<file path="config.mk">
export PLATFORM = sky130hd
export DESIGN_NAME = aliens_io_reader_flat
export DESIGN_NICKNAME = d
export VERILOG_FILES = /design/src/rtl/aliens_io_reader_pkg.sv /design/src/rtl/aliens_io_reader_if.sv /design/src/rtl/aliens_io_reader_debounce.sv /design/src/rtl/aliens_io_reader.sv /design/src/flat_wrapper.sv
export SDC_FILE = /design/constraint.sdc
export NUM_CORES = 1
export LEC_CHECK = 0
export CORE_MARGIN = 10
export CORE_UTILIZATION = 65
export DETAILED_ROUTE_END_ITERATION = 10
export PLACE_DENSITY_LB_ADDON = 0.05
export SYNTH_ARGS = -nofsm -noshare
export SYNTH_HDL_FRONTEND = slang
export SYNTH_SLANG_ARGS = --single-unit
</file>
<file path="constraint.sdc">
create_clock -name clk -period 2.1 [get_ports clk]
set_input_delay 0.42 -clock clk [delete_from_list [all_inputs] [get_ports clk]]
set_output_delay 0.42 -clock clk [all_outputs]
set_load 0.005 [all_outputs]
</file>
<file path="src/rtl/aliens_io_reader_pkg.sv">
// Shared constants and types for the aliens I/O read path.
// Port map, idle byte, coin bit positions, reader FSM states.
package aliens_io_pkg;

  localparam int DB_W_DEF     = 4;
  localparam int DB_LIMIT_DEF = 15;

  localparam logic [1:0] ADDR_P1   = 2'd0;
  localparam logic [1:0] ADDR_P2   = 2'd1;
  localparam logic [1:0] ADDR_SYS  = 2'd2;
  localparam logic [1:0] ADDR_COIN = 2'd3;

  localparam logic [7:0] IDLE_BYTE = 8'hFF;

  localparam int COIN1_BIT = 0;
  localparam int COIN2_BIT = 1;

  typedef enum logic {
    IDLE = 1'b0,
    HOLD = 1'b1
  } rd_state_e;

  // Active-low coin: an insertion is a 1->0 step.
  function automatic logic [1:0] fall_edge(
    input logic [1:0] prev,
    input logic [1:0] cur
  );
    return prev & ~cur;
  endfunction

endpackage

</file>
<file path="src/rtl/aliens_io_reader_if.sv">
// CPU-side read bus of the I/O mapper.
// master = CPU decoder, slave = reader.
interface aliens_io_reader_if;
  logic       cs_n;
  logic       rd_n;
  logic [1:0] addr;
  logic [7:0] dout;
  logic       dout_oe;

  modport master (
    output cs_n,
    output rd_n,
    output addr,
    input  dout,
    input  dout_oe
  );

  modport slave (
    input  cs_n,
    input  rd_n,
    input  addr,
    output dout,
    output dout_oe
  );
endinterface

</file>
<file path="src/rtl/aliens_io_reader_debounce.sv">
// 8-bit synchroniser plus per-bit debounce.
// Everything advances only on ce.
module io_debounce
  import aliens_io_pkg::*;
#(
  parameter int DB_W     = DB_W_DEF,
  parameter int DB_LIMIT = DB_LIMIT_DEF
) (
  input  logic       clk,
  input  logic       Rn,
  input  logic       ce,
  input  logic [7:0] raw,
  output logic [7:0] stable
);

  localparam logic [DB_W-1:0] LIM_M1 = DB_W'(DB_LIMIT - 1);
  localparam logic [DB_W-1:0] CNT_MAX = '1;

  logic [7:0]           s1;
  logic [7:0]           s2;
  logic [7:0][DB_W-1:0] cnt;

  always_ff @(posedge clk or negedge Rn) begin
    if (!Rn) begin
      s1     <= IDLE_BYTE;
      s2     <= IDLE_BYTE;
      stable <= IDLE_BYTE;
      cnt    <= '0;
    end else if (ce) begin
      s1 <= raw;
      s2 <= s1;
      for (int i = 0; i < 8; i++) begin
        if (s2[i] == stable[i]) begin
          cnt[i] <= '0;
        end else if (cnt[i] == LIM_M1) begin
          // This sample is the DB_LIMIT-th in a row.
          stable[i] <= s2[i];
          cnt[i]    <= '0;
        end else if (cnt[i] != CNT_MAX) begin
          cnt[i] <= cnt[i] + 1'b1;
        end
      end
    end
  end

endmodule

</file>
<file path="src/rtl/aliens_io_reader.sv">
// CPU input reader: debounced switch snapshot on read,
// sticky coin flags cleared by a coin-latch read.
module aliens_io_reader
  import aliens_io_pkg::*;
#(
  parameter int DB_W     = DB_W_DEF,
  parameter int DB_LIMIT = DB_LIMIT_DEF
) (
  input  logic                 clk,
  input  logic                 Rn,
  input  logic                 ce,
  input  logic [7:0]           in_p1_n,
  input  logic [7:0]           in_p2_n,
  input  logic [7:0]           in_sys_n,
  aliens_io_reader_if.slave    bus,
  output logic [1:0]           coin_pulse
);

  logic [7:0] p1_s;
  logic [7:0] p2_s;
  logic [7:0] sys_s;

  io_debounce #(.DB_W(DB_W), .DB_LIMIT(DB_LIMIT)) u_p1 (
    .clk    (clk),
    .Rn     (Rn),
    .ce     (ce),
    .raw    (in_p1_n),
    .stable (p1_s)
  );

  io_debounce #(.DB_W(DB_W), .DB_LIMIT(DB_LIMIT)) u_p2 (
    .clk    (clk),
    .Rn     (Rn),
    .ce     (ce),
    .raw    (in_p2_n),
    .stable (p2_s)
  );

  io_debounce #(.DB_W(DB_W), .DB_LIMIT(DB_LIMIT)) u_sys (
    .clk    (clk),
    .Rn     (Rn),
    .ce     (ce),
    .raw    (in_sys_n),
    .stable (sys_s)
  );

  rd_state_e  state;
  rd_state_e  state_nx;
  logic [7:0] dout_q;
  logic [7:0] dout_nx;
  logic       oe_q;
  logic       oe_nx;
  logic       coin_rd;
  logic       coin_rd_nx;
  logic [1:0] coin_now;
  logic [1:0] coin_prev;
  logic [1:0] coin_edge;
  logic [1:0] sticky;
  logic [1:0] sticky_nx;
  logic [1:0] clr;
  logic [7:0] rd_mux;
  logic       rd_act;

  assign rd_act    = !bus.cs_n && !bus.rd_n;
  assign coin_now  = {sys_s[COIN2_BIT], sys_s[COIN1_BIT]};
  assign coin_edge = fall_edge(coin_prev, coin_now);

  always_comb begin
    rd_mux = IDLE_BYTE;
    unique case (bus.addr)
      ADDR_P1:   rd_mux = p1_s;
      ADDR_P2:   rd_mux = p2_s;
      ADDR_SYS:  rd_mux = sys_s;
      ADDR_COIN: rd_mux = {6'b0, sticky};
    endcase
  end

  always_comb begin
    state_nx   = state;
    dout_nx    = dout_q;
    oe_nx      = oe_q;
    coin_rd_nx = coin_rd;
    clr        = 2'b00;
    unique case (state)
      IDLE: begin
        if (rd_act) begin
          dout_nx    = rd_mux;
          oe_nx      = 1'b1;
          coin_rd_nx = (bus.addr == ADDR_COIN);
          state_nx   = HOLD;
        end
      end
      HOLD: begin
        if (!rd_act) begin
          oe_nx      = 1'b0;
          coin_rd_nx = 1'b0;
          state_nx   = IDLE;
          // Clear only what the CPU actually saw.
          if (coin_rd) clr = dout_q[1:0];
        end
      end
    endcase
    // A coin edge in the clear cycle must not be lost.
    sticky_nx = (sticky & ~clr) | coin_edge;
  end

  always_ff @(posedge clk or negedge Rn) begin
    if (!Rn) begin
      state      <= IDLE;
      dout_q     <= IDLE_BYTE;
      oe_q       <= 1'b0;
      coin_rd    <= 1'b0;
      coin_prev  <= 2'b11;
      sticky     <= 2'b00;
      coin_pulse <= 2'b00;
    end else begin
      state      <= state_nx;
      dout_q     <= dout_nx;
      oe_q       <= oe_nx;
      coin_rd    <= coin_rd_nx;
      coin_prev  <= coin_now;
      sticky     <= sticky_nx;
      coin_pulse <= coin_edge;
    end
  end

  assign bus.dout    = dout_q;
  assign bus.dout_oe = oe_q;

endmodule

</file>
<file path="src/flat_wrapper.sv">
// flat-port wrapper written by rule: the top's interface ports become plain ports
module aliens_io_reader_flat import aliens_io_pkg::*;
#(
  parameter int DB_W     = DB_W_DEF,
  parameter int DB_LIMIT = DB_LIMIT_DEF
)
  (clk, Rn, ce, in_p1_n, in_p2_n, in_sys_n, coin_pulse, bus_cs_n, bus_rd_n, bus_addr, bus_dout, bus_dout_oe);
  aliens_io_reader_if bus_i ();
  input  logic clk;
  input  logic Rn;
  input  logic ce;
  input  logic [7:0] in_p1_n;
  input  logic [7:0] in_p2_n;
  input  logic [7:0] in_sys_n;
  output logic [1:0] coin_pulse;
  input wire logic [$bits(bus_i.cs_n)-1:0] bus_cs_n;
  input wire logic [$bits(bus_i.rd_n)-1:0] bus_rd_n;
  input wire logic [$bits(bus_i.addr)-1:0] bus_addr;
  output wire logic [$bits(bus_i.dout)-1:0] bus_dout;
  output wire logic [$bits(bus_i.dout_oe)-1:0] bus_dout_oe;
  assign bus_i.cs_n = bus_cs_n;
  assign bus_i.rd_n = bus_rd_n;
  assign bus_i.addr = bus_addr;
  assign bus_dout = bus_i.dout;
  assign bus_dout_oe = bus_i.dout_oe;
  aliens_io_reader #(.DB_W(DB_W), .DB_LIMIT(DB_LIMIT)) u_core (.clk(clk), .Rn(Rn), .ce(ce), .in_p1_n(in_p1_n), .in_p2_n(in_p2_n), .in_sys_n(in_sys_n), .bus(bus_i), .coin_pulse(coin_pulse));
endmodule
</file>
* Word-level counts from Yosys, hierarchy flattened
Index checks and enable logic that the tools add are counted.
Cells by class: add/subtract/negate cells 24, equal/unequal tests 77, muxes and demuxes 82, bitwise operators 30, reductions and logical operators 78
Operator list (count):
- 4-bit two-way mux | 72
- 4-bit by 1-bit adder with 4-bit output (second input constant) | 24
- 4-bit == test (second input constant) | 24
- 4-bit != test (second input constant) | 24
- 3-bit AND reduction | 24
- 3-bit nonzero test | 24
- 2-bit AND reduction | 26
- 8-bit one-hot mux with 4 select lines | 1
- 1-bit inverter | 25
- 1-bit == test | 24
- 2-bit two-way mux | 3
- 2-bit bitwise AND | 2
- 2-bit == test (second input constant) | 2
- 1-bit two-way mux | 4
- 2-bit inverter | 2
- 1-bit one-hot mux with 2 select lines | 2
- 2-bit by 1-bit == test with 1-bit output (second input constant) | 1
- 1-bit zero test | 2
- 2-bit zero test | 1
- 2-bit by 1-bit != test with 1-bit output (second input constant) | 1
- 2-bit != test (second input constant) | 1
- 2-bit OR | 1
- 1-bit logical AND | 1
Storage, ports and cells: register bits 185, input bits 31, logic and storage cells 352

* Logic depth before layout (Yosys ltp)
Gate-level depths: netlist (run 1).
depth after elaboration 7, depth in mapped cells 6, depth with buffers taken out 4

* By module
From an unflattened synthesis (run 1), not the netlist that was laid out.
Unflattened totals: cells, all modules 915, area, all modules 9791.9 µm²
By module, submodules not included:
- io_debounce (u_core.u_p1 ...) | times used 2, cells each 278, area each 2982.9 µm², seq. area each 1431.4 µm²
- io_debounce (u_core.u_sys) | times used 1, cells each 284, area each 3017.9 µm², seq. area each 1431.4 µm²
- aliens_io_reader | times used 1, cells each 75, area each 808.3 µm², seq. area each 437.9 µm²

* Worst setup path before layout (run 1)
No wires, ideal clock.
path type in2reg, from input bus_rd_n, to register u_core.dout_q[0] (netlist: u_core.bus.dout[0]), arrival time 1286 ps, required time 2021 ps, setup slack 735 ps, stages on the path 6, path buffers 2, cell sequence nor2_1 -> ha_1 -> clkbuf_1 -> clkbuf_1 -> nand2_1 -> o21ai_0
Between the ends: cells in the longest elaborated chain, start to end 3
Ends and longest elaborated chain:
- start, declared | line flat_wrapper.sv:17 | input wire logic [$bits(bus_i.rd_n)-1:0] bus_rd_n;
- 1-bit zero test | line aliens_io_reader.sv:64 | assign rd_act = !bus.cs_n && !bus.rd_n;
- 1-bit logical AND | line aliens_io_reader.sv:64
- 2-bit AND reduction (no source line)
- end signal, assigned | line aliens_io_reader.sv:118 | dout_q <= dout_nx;
- end, declared | line aliens_io_reader.sv:49 | logic [7:0] dout_q;
No other way between the ends. A chain may end at the register's enable or synchronous reset.

* Final worst setup path (run 1)
from register u_core.dout_q[0] (netlist: u_core.bus.dout[0]), to output bus_dout[0]
RTL lines:
- end, declared | line flat_wrapper.sv:19 | output wire logic [$bits(bus_i.dout)-1:0] bus_dout;
No word-level cell between the ends.

==> out/summary.md, run 1 <==
The tools report the number of setup buffers added after CTS as 0. Of the available clock period, the critical path in the final layout requires 91.80%. By area the synthesized netlist is led by sky130_fd_sc_hd__dfrtp_1 (28%), sky130_fd_sc_hd__dfstp_2 (23%), sky130_fd_sc_hd__mux2_2 (8.6%). The clock tree synthesis step divided the H-tree into 4 levels.

In this run the standard cell core region covers 13990 um2. The tools report the routability congestion estimate from global placement as 0.7684. The number of global-route vias before repair was 6807; the share of async-settable or async-resettable flops after synthesis was 100.0%. The worst clock skew was 0.008184 ns. The cell at the root of the clock tree is sky130_fd_sc_hd__clkbuf_16.

Setup slack on the worst reg-to-reg path comes out at 0.52 ns. Dividing the synthesized area by the synthesized cell count gives 11.31 um2. The clock transition at the register clock pins on the worst setup and hold paths after CTS was 0.07 ns; the number of buffers added by the clock tree synthesis step was 17. By count the netlist is led by sky130_fd_sc_hd__dfrtp_1 (103), sky130_fd_sc_hd__dfstp_2 (82), sky130_fd_sc_hd__mux2_2 (71).

The worst setup path is captured at an output port. In the final timing run, aggregate negative setup slack is 0 ns. Setup violations remaining at the end of the flow were counted as 0. During synthesis, Yosys emitted a total of 0 warnings.

The number of storage elements in the synthesis netlist works out to 185. For the utilization of the core after routing, the log shows 74.70%. The number of nets in the synthesized netlist is 857. The run finished with clean final reports. The largest net degree at the start of global routing came out at 88.

The number of buffer and inverter instances along the worst setup path is 1, and the number of detailed-route iterations in the first pass is 5. The worst register-to-register path begins at u_core.u_p1.stable[7]$_DFFE_PN1P_. Most area-hungry cell type in the Yosys netlist: sky130_fd_sc_hd__dfrtp_1. Subtracting the final worst setup slack from the clock period gives 1.928 ns. The logs give 50.72% for the sequential area share after synthesis and 0 for the post-cts repair resize count.

The HPWL after detailed placement is 12670 um. The most common cell in the synthesized netlist is sky130_fd_sc_hd__dfrtp_1. The tools report the maximum clock path buffer count as 2.

For the count of hold-fix buffers inserted at cts, the log shows 1. The die height is 139.8 um, and the proportion of power drawn by combinational gates is 21.0%. The run gives 20.02% as the overall track demand over capacity in global routing. Cells with a size suffix above 1 make up 22.15% of the layout. In this run, flip-flops and latches consume 52.4% of the power. The critical path goes through clkdlybuf4s50_1. The worst hold path endpoint is u_core.coin_prev[0]$_DFF_PN1_. The first global-routing pass estimated 33260 um of wire.

The tools report the final wirelength as 19240 um. Clock latency on the worst-skew pair, taken at its later pin, is 0.42 ns. The number of top-level design ports is 42. The min-delay analysis places its worst path in the category register to register. Final hold violation count: 0. The routed wire length per instance is 18.38 um, and the internal power of the cells is 7.567 mW. The horizontal die dimension came out at 139.8 um. TritonCTS built the clock tree.

The logs give 0.5187 GHz for the maximum achievable frequency and 0 for the DRC violations left. The netlist uses 50 different library cells. For this design the ratio of total power to cell area is 1069 nW/um2.

The die footprint is 19550 um2, and the top-area cell type share of the netlist area is 27.63%. From synthesis to final layout, the design area changed by 12.00%. The count of cells along the worst hold path was 0; the biggest fanout along the worst timing path was 2. For this block, the initial DRC count from the detailed router was 580. The count of buffers added on input and output ports is 41. The max-slew violation count was 0; the switching power share of the total was 32.28%. The end of the worst register-to-register path was u_core.u_p1.cnt[29]$_DFFE_PN0P_.

In this run the power spent charging and discharging nets is 3.607 mW. On the critical path, the stage with the largest delay is an instance of sky130_fd_sc_hd__dfstp_2. Headroom to the max-slew limit came out at 61.42%.

The routed via count divided by cell count was 6.540; the effective utilization at floorplan was 66.70%. The tools report the worst ir drop on vdd as 0.0009485 V. The clock group share of total power is 26.6%, and the worst-case reg-to-reg path depth is 3.

The cell family with the largest share of critical-path delay was flip-flops. Setup repair after global routing left no endpoint under its margin. The count of nets after finishing is 886, and the antenna diode count is 0.

Counting flops with a built-in enable in the synthesized netlist gives 0. STA puts the critical path data arrival time at 1.51 ns. In the synthesized netlist the dominant register cell turns out to be sky130_fd_sc_hd__dfrtp_1.

For the required time at the endpoint of the critical path, the log shows 1.68 ns. On the worst path, the slowest cell contributes a delay of 0.57 ns. The logs give 0 for the number of antenna violations at the first check in global routing and 0 for the remaining antenna violation count. The hold path startpoint was u_core.u_sys.stable[0]$_DFFE_PN1P_.

The worst setup path is of the register to output port kind. The worst setup path is launched from a register. The remaining global-route overflow was 0; the post-synthesis instance area was 9330 um2.

Synthesis produced a netlist whose cell count is 825. Across the run, the number of max-cap violations was 0. At the pin with the least slew margin, the transition time is 0.5641 ns. The clock drives 185 sinks.

The logs give 43 for the row count and 4.165 nW for the static power due to leakage. The total via count after detailed routing is 6847.
## power groups by stage
stage / Combinational [mW] / Clock [mW] / Sequential [mW]
2_1_floorplan: 1.91 / 0 / 5.45
3_3_place_gp: 2.15 / 0 / 5.71
3_5_place_dp: 2.33 / 0 / 5.85
4_1_cts: 2.36 / 3.02 / 5.81
5_1_grt: 2.63 / 3.19 / 6.04
6_report: 2.34 / 2.97 / 5.86
## worst max-delay path by stage
stage                                         startpoint                             end  slack, ns  cells after the start
after floorplan                                 bus_rd_n  u_core.bus.dout[0]$_DFFE_PN1P_       0.74                      6
after global placement                       bus_addr[1]  u_core.bus.dout[1]$_DFFE_PN1P_       0.16                      4
after detailed placement                     bus_addr[1]  u_core.bus.dout[0]$_DFFE_PN1P_        0.1                      4
after CTS                 u_core.bus.dout[0]$_DFFE_PN1P_                     bus_dout[0]       0.16                      1
after global routing      u_core.bus.dout[4]$_DFFE_PN1P_                     bus_dout[4]       0.13                      1
final                     u_core.bus.dout[0]$_DFFE_PN1P_                     bus_dout[0]       0.17                      1
## cell usage in the layout (no fill, tap or decap), types with 18 or more instances in the layout
| cell | synthesis | routed |
|---|---|---|
| sky130_fd_sc_hd__dfrtp_1 | 103 | 103 |
| sky130_fd_sc_hd__dfstp_2 | 82 | 82 |
| sky130_fd_sc_hd__mux2_2 | 71 | 71 |
| sky130_fd_sc_hd__o21ai_0 | 63 | 63 |
| sky130_fd_sc_hd__o2bb2ai_1 | 44 | 44 |
| sky130_fd_sc_hd__clkdlybuf4s50_1 | 0 | 39 |
| sky130_fd_sc_hd__nor3_1 | 37 | 37 |
| sky130_fd_sc_hd__nand2_1 | 35 | 35 |
| sky130_fd_sc_hd__nand3_1 | 31 | 31 |
| sky130_fd_sc_hd__xnor2_1 | 24 | 24 |
| sky130_fd_sc_hd__nor2b_1 | 20 | 20 |
| sky130_fd_sc_hd__a21boi_0 | 20 | 20 |
| sky130_fd_sc_hd__a21oi_1 | 19 | 19 |
| sky130_fd_sc_hd__nor2_1 | 18 | 18 |
| sky130_fd_sc_hd__a41oi_1 | 18 | 18 |
| sky130_fd_sc_hd__a22o_1 | 18 | 18 |
## logic make-up (layout without fill, tap and decap cells)
| kind of cell | Yosys count | in the layout | synth area share, % |
|---|---|---|---|
| adders and majority gates | 1 | 1 | 0.1341 |
| DFF | 185 | 185 | 50.72 |
| and+or+nand+nor | 199 | 199 | 11.98 |
| AOI/OAI and AO/OA | 263 | 263 | 20.79 |
| muxes | 83 | 83 | 10.14 |
| xor gates and xnor gates | 37 | 37 | 3.473 |
| buffers and inverters | 57 | 99 | 2.776 |
## per-stage QoR
step	setup WS [ns]	hold WS, ns	std cells	power (mW)	instance area, um2
floorplan	0.7353	0.1244	825	7.357	9330
global placement	0.1638	0.3477	1014	7.862	9896
detailed placement	0.09956	0.3566	1014	8.185	9896
CTS	0.1600	0.4074	1047	11.19	10450
global route	0.1330	0.4091	1047	11.86	10450
finish	0.1722	0.3996	1047	11.17	10450
## flip-flops by register name (all words and copies together) (netlist names), 2 cells and up
register,cells
u_core.u_p1.stable,8
u_core.u_p2.s2,8
u_core.u_p1.s1,8
u_core.u_sys.stable,8
u_core.u_sys.cnt,32
u_core.u_sys.s2,8
u_core.u_p2.cnt,32
u_core.u_p1.s2,8
u_core.coin_prev,2
u_core.u_sys.s1,8
u_core.u_p1.cnt,32
u_core.u_p2.stable,8
u_core.u_p2.s1,8
u_core.bus.dout,8
u_core.sticky,2
u_core.coin_pulse,2
## layer usage
layer / routed length, um / up-vias / track usage [%]
met5: 0 / - / 0
met4: 193 / 0 / 5.163
met3: 686 / 14 / 4.491
met2: 9832 / 141 / 34.22
met1: 8529 / 3467 / 24.98
li1: - / 3225 / -
## layout make-up
class | instances | area, um2
Timing Repair Buffer | 51 | 549.3
Inverter | 16 | 60.06
Multi-Input combinational cell | 583 | 4339
Tap cell | 180 | 225.2
Clock buffer | 30 | 534.3
Sequential cell | 185 | 4732
Fill cell | 930 | 3538
Clock inverter | 2 | 10.01
## worst reg2reg max path, delay by kind of cell (launching register included)
family	cells	cell delay (ns)
XOR/XNOR	1	0.16
flip-flops	1	0.58
AO/OA/AOI/OAI	2	0.77
Note: power is estimated with default switching activity, not from simulation.
==> run 2: changes to the inputs <==
- CAP_MARGIN: unset -> 20
- CTS_CLUSTER_SIZE: unset -> 14
==> results of run 2 <==
Same layout as run 1: the final DEF is identical, and so are final timing and power.
==> run 3: changes to the inputs <==
- CORE_UTILIZATION: 65 -> 55
- clock period: 2.1 -> 1.7 ns (I/O delays scaled with it)
==> run 3 against run 2 <==
  * Register-to-register slack got worse by 0.31 ns
  * Core utilization fell by 10 points
  * Combinational power grew 23%
  * Count of clock-buffer cells in the layout shrank 12
  * Cell count rose by 4.9%
  * Via count shrank 0.19%
  * Worst setup slack worse by 0.11 ns
  * Clock skew increased by 0.0036 ns
  * Non-clock buffer count is 11 higher
  * Clock power up 37%
  * Total power up 27%
==> out/summary.md, run 3 (synthesis gave the netlist of run 1 again) <==
The clock transition at the register clock pins on the worst setup and hold paths after CTS is 0.07 ns (about the same), and the number of buffers added by the clock tree synthesis step is 17 (unchanged). The logs give 86 (was 88) for the largest net degree at the start of global routing and 0 (unchanged) for the final hold violation count. The transition time of the tightest slew-check pin came out at 0.4931 ns (was 0.5641 ns). Derived from the worst setup path, the maximum achievable clock frequency is 0.6107 GHz.

Setup repair after global routing left no endpoint under its margin. The run gives 185 (unchanged) as the number of sinks on the clock net. Kind of end point of the critical path: an output port (unchanged).

Number of global-route vias before repair: 6580 (was 6807). For the setup-violating endpoint count in the final report, the log shows 0 (unchanged). Worst hold path class: input pin to async pin (was register to register).

The kind of critical path was register to output port (unchanged). The area growth from synthesis to layout is 14.59% (was 12.00%). The logs give 4 (unchanged) for the deepest level of the CTS H-tree and 17.64% (was 20.02%) for the overall track demand over capacity in global routing. The placed wire-length estimate after detailed placement is 13180 um (was 12670 um), and the DRC violations left is 0 (unchanged). The run gives -0.07178 ns (was 0.09956 ns) as the pre-CTS setup slack.

The remaining antenna violation count was 0 (unchanged); the power per unit of standard cell area was 1324 nW/um2 (was 1069 nW/um2). The run gives 19460 um (was 19240 um) as the final wirelength. The final non-filler cell area is 10690 um2 (was 10450 um2), and the remaining global-route overflow is 0 (unchanged). The clock latency reported for the late side of the worst-skew pair was 0.44 ns (was 0.42 ns).

For the area of the core region, the log shows 16580 um2 (was 13990 um2). The effective utilization at floorplan was 56.26% (was 66.70%). Utilization of the core after routing: 64.47% (was 74.70%).

The number of buffer and inverter instances along the worst setup path is 1 (unchanged). For the required time at the endpoint of the critical path, the log shows 1.36 ns (was 1.68 ns). The routed wire length per instance was 17.73 um (was 18.38 um). Top flop regs: u_core.u_p1.cnt x32, u_core.u_p2.cnt x32, u_core.u_sys.cnt x32 (unchanged). Count of input and output buffers: 41 (unchanged). The die height was 150.2 um (was 139.8 um); the worst-case headroom to the max-slew limit was 66.89% (was 61.42%). The maximum clock path buffer count was 2 (unchanged). The cell at the root of the clock tree was sky130_fd_sc_hd__clkbuf_16 (unchanged).

TritonCTS built the clock tree. The max-slew violation count is 0 (unchanged). The number of antenna violations at the first check in global routing was 0 (unchanged); the biggest fanout along the worst timing path was 2 (unchanged).

The tools report the total via count after detailed routing as 6834 (was 6847). The share of post-route cells with drive strength above 1 was 23.80% (was 22.15%). The logs give 47 (was 43) for the row count and 441 (was 580) for the number of DRC markers after the initial detailed-route iteration. The critical path's largest stage delay works out to 0.51 ns (was 0.57 ns). The number of top-level design ports was 42 (unchanged).

The tools report the routed length on met2 as 9611 um (was 9832 um). Most common library cell in the layout ignoring fill and taps: sky130_fd_sc_hd__dfrtp_1 (unchanged). Cell with the largest stage delay on the worst path: sky130_fd_sc_hd__clkdlybuf4s50_1 (was sky130_fd_sc_hd__dfstp_2). Routability congestion estimate from global placement: 0.8241 (was 0.7684). The run finished with clean final reports. The cell family with the largest share of critical-path delay was buffers and inverters (was flip-flops).

The number of inserted filler cells in the final layout was 1257 (was 930). The routed via count divided by cell count is 6.224 (was 6.540), and the wire length on met3 is 743 um (was 686 um). The worst clock skew is 0.01179 ns (was 0.008184 ns). The antenna diode count came out at 0 (unchanged). The total negative slack came out at 0 ns (unchanged).

The top routing layer in use is met4 (unchanged). The sum of routed wire segments on met1 is 8951 um (was 8529 um). The worst ir drop on vdd was 0.001025 V (was 0.0009485 V). The count of maximum capacitance violations was 0 (unchanged); the arrival time of the worst setup path was 1.30 ns (was 1.51 ns). The power after layout was 14.15 mW (was 11.17 mW). CP cell instances: clkdlybuf4s50_1 (unchanged). The tools report the die footprint as 22570 um2 (was 19550 um2). For the number of setup buffers added after CTS, the log shows 0 (unchanged). The area after detailed placement was 10090 um2 (was 9896 um2); the slack of the critical path was 0.06254 ns (was 0.1722 ns).

The static power due to leakage was 4.290 nW (was 4.165 nW); the number of detailed-route iterations in the first pass was 7 (was 5). Most used cells in the layout excluding fill and tap cells: sky130_fd_sc_hd__dfrtp_1 (103), sky130_fd_sc_hd__dfstp_2 (82), sky130_fd_sc_hd__mux2_2 (71) (unchanged). The minimum clock period after layout came out at 1.637 ns. The nature of the critical path startpoint is a register (unchanged). The share of the clock period used by the worst path came out at 96.32%.

The logs give 897 (was 886) for the count of nets after finishing and 32480 um (was 33260 um) for the first-pass GRT wire length. The horizontal die dimension was 150.2 um (was 139.8 um).
==> run 3: cell count changes in the layout (fill, tap and decap cells not counted), moves of 4 or more <==
cell / change
sky130_fd_sc_hd__dlygate4sd2_1: +8
sky130_fd_sc_hd__buf_12: +5
sky130_fd_sc_hd__clkdlybuf4s50_1: -8
sky130_fd_sc_hd__clkbuf_8: -6
sky130_fd_sc_hd__clkbuf_1: -6
sky130_fd_sc_hd__clkinv_4: +4
sky130_fd_sc_hd__buf_4: +6
==> run 3: worst paths after layout <==
kind	startpoint	end	slack (ns)	cells past startpoint
hold reg to reg	u_core.u_sys.stable[1]$_DFFE_PN1P_	u_core.coin_prev[1]$_DFF_PN1_	0.42	0
setup reg to reg	u_core.u_p1.stable[4]$_DFFE_PN1P_	u_core.u_p1.cnt[17]$_DFFE_PN0P_	0.21	3
min in group clk	ce	u_core.u_p1.s1[4]$_DFFE_PN1P_	0.41	3
setup / recovery	u_core.bus.dout_oe$_DFFE_PN0P_	bus_dout_oe	0.06	1
max in group asynchronous	Rn	u_core.bus.dout[6]$_DFFE_PN1P_	0.68	3
hold / removal	Rn	u_core.u_sys.cnt[28]$_DFFE_PN0P_	0.40	2
==> run 3: cell type report <==
type / instances / area [um2] / share of cell area (%)
inverter: 16 / 60.06 / 0.5617
clock inverter: 14 / 171.4 / 1.603
clock buffer: 18 / 429.2 / 4.014
tap: 220 / 275.3 / 2.575
sequential: 185 / 4732 / 44.26
timing repair buffer: 62 / 684.4 / 6.401
multi-input combinational: 583 / 4339 / 40.59
==> run 3: power by group <==
part / switching (mW) / internal (mW)
registers: 1.60 / 5.62
logic: 1.24 / 1.63
clock network: 1.73 / 2.33
==> run 3: what timing repair did <==
action | 4_1_cts | 5_1_grt
gates resized for setup | 8 | 0
endpoints found under the hold margin | 18 | 0
hold buffers | 1 | 0
endpoints found under the setup margin | 8 | 0
==> run 3: per-stage QoR <==
step	instances	hold slack (ns)
2_1_floorplan	825	0.04441
3_3_place_gp	1065	0.2877
3_5_place_dp	1065	0.2940
4_1_cts	1098	0.3887
5_1_grt	1098	0.4142
6_report	1098	0.4014
==> run 3: per-layer routing <==
metal | up-vias | track usage, %
met5 | - | 0
met4 | 0 | 3.936
met3 | 15 | 4.232
met2 | 132 | 29.76
met1 | 3431 | 22.54
li1 | 3256 | -
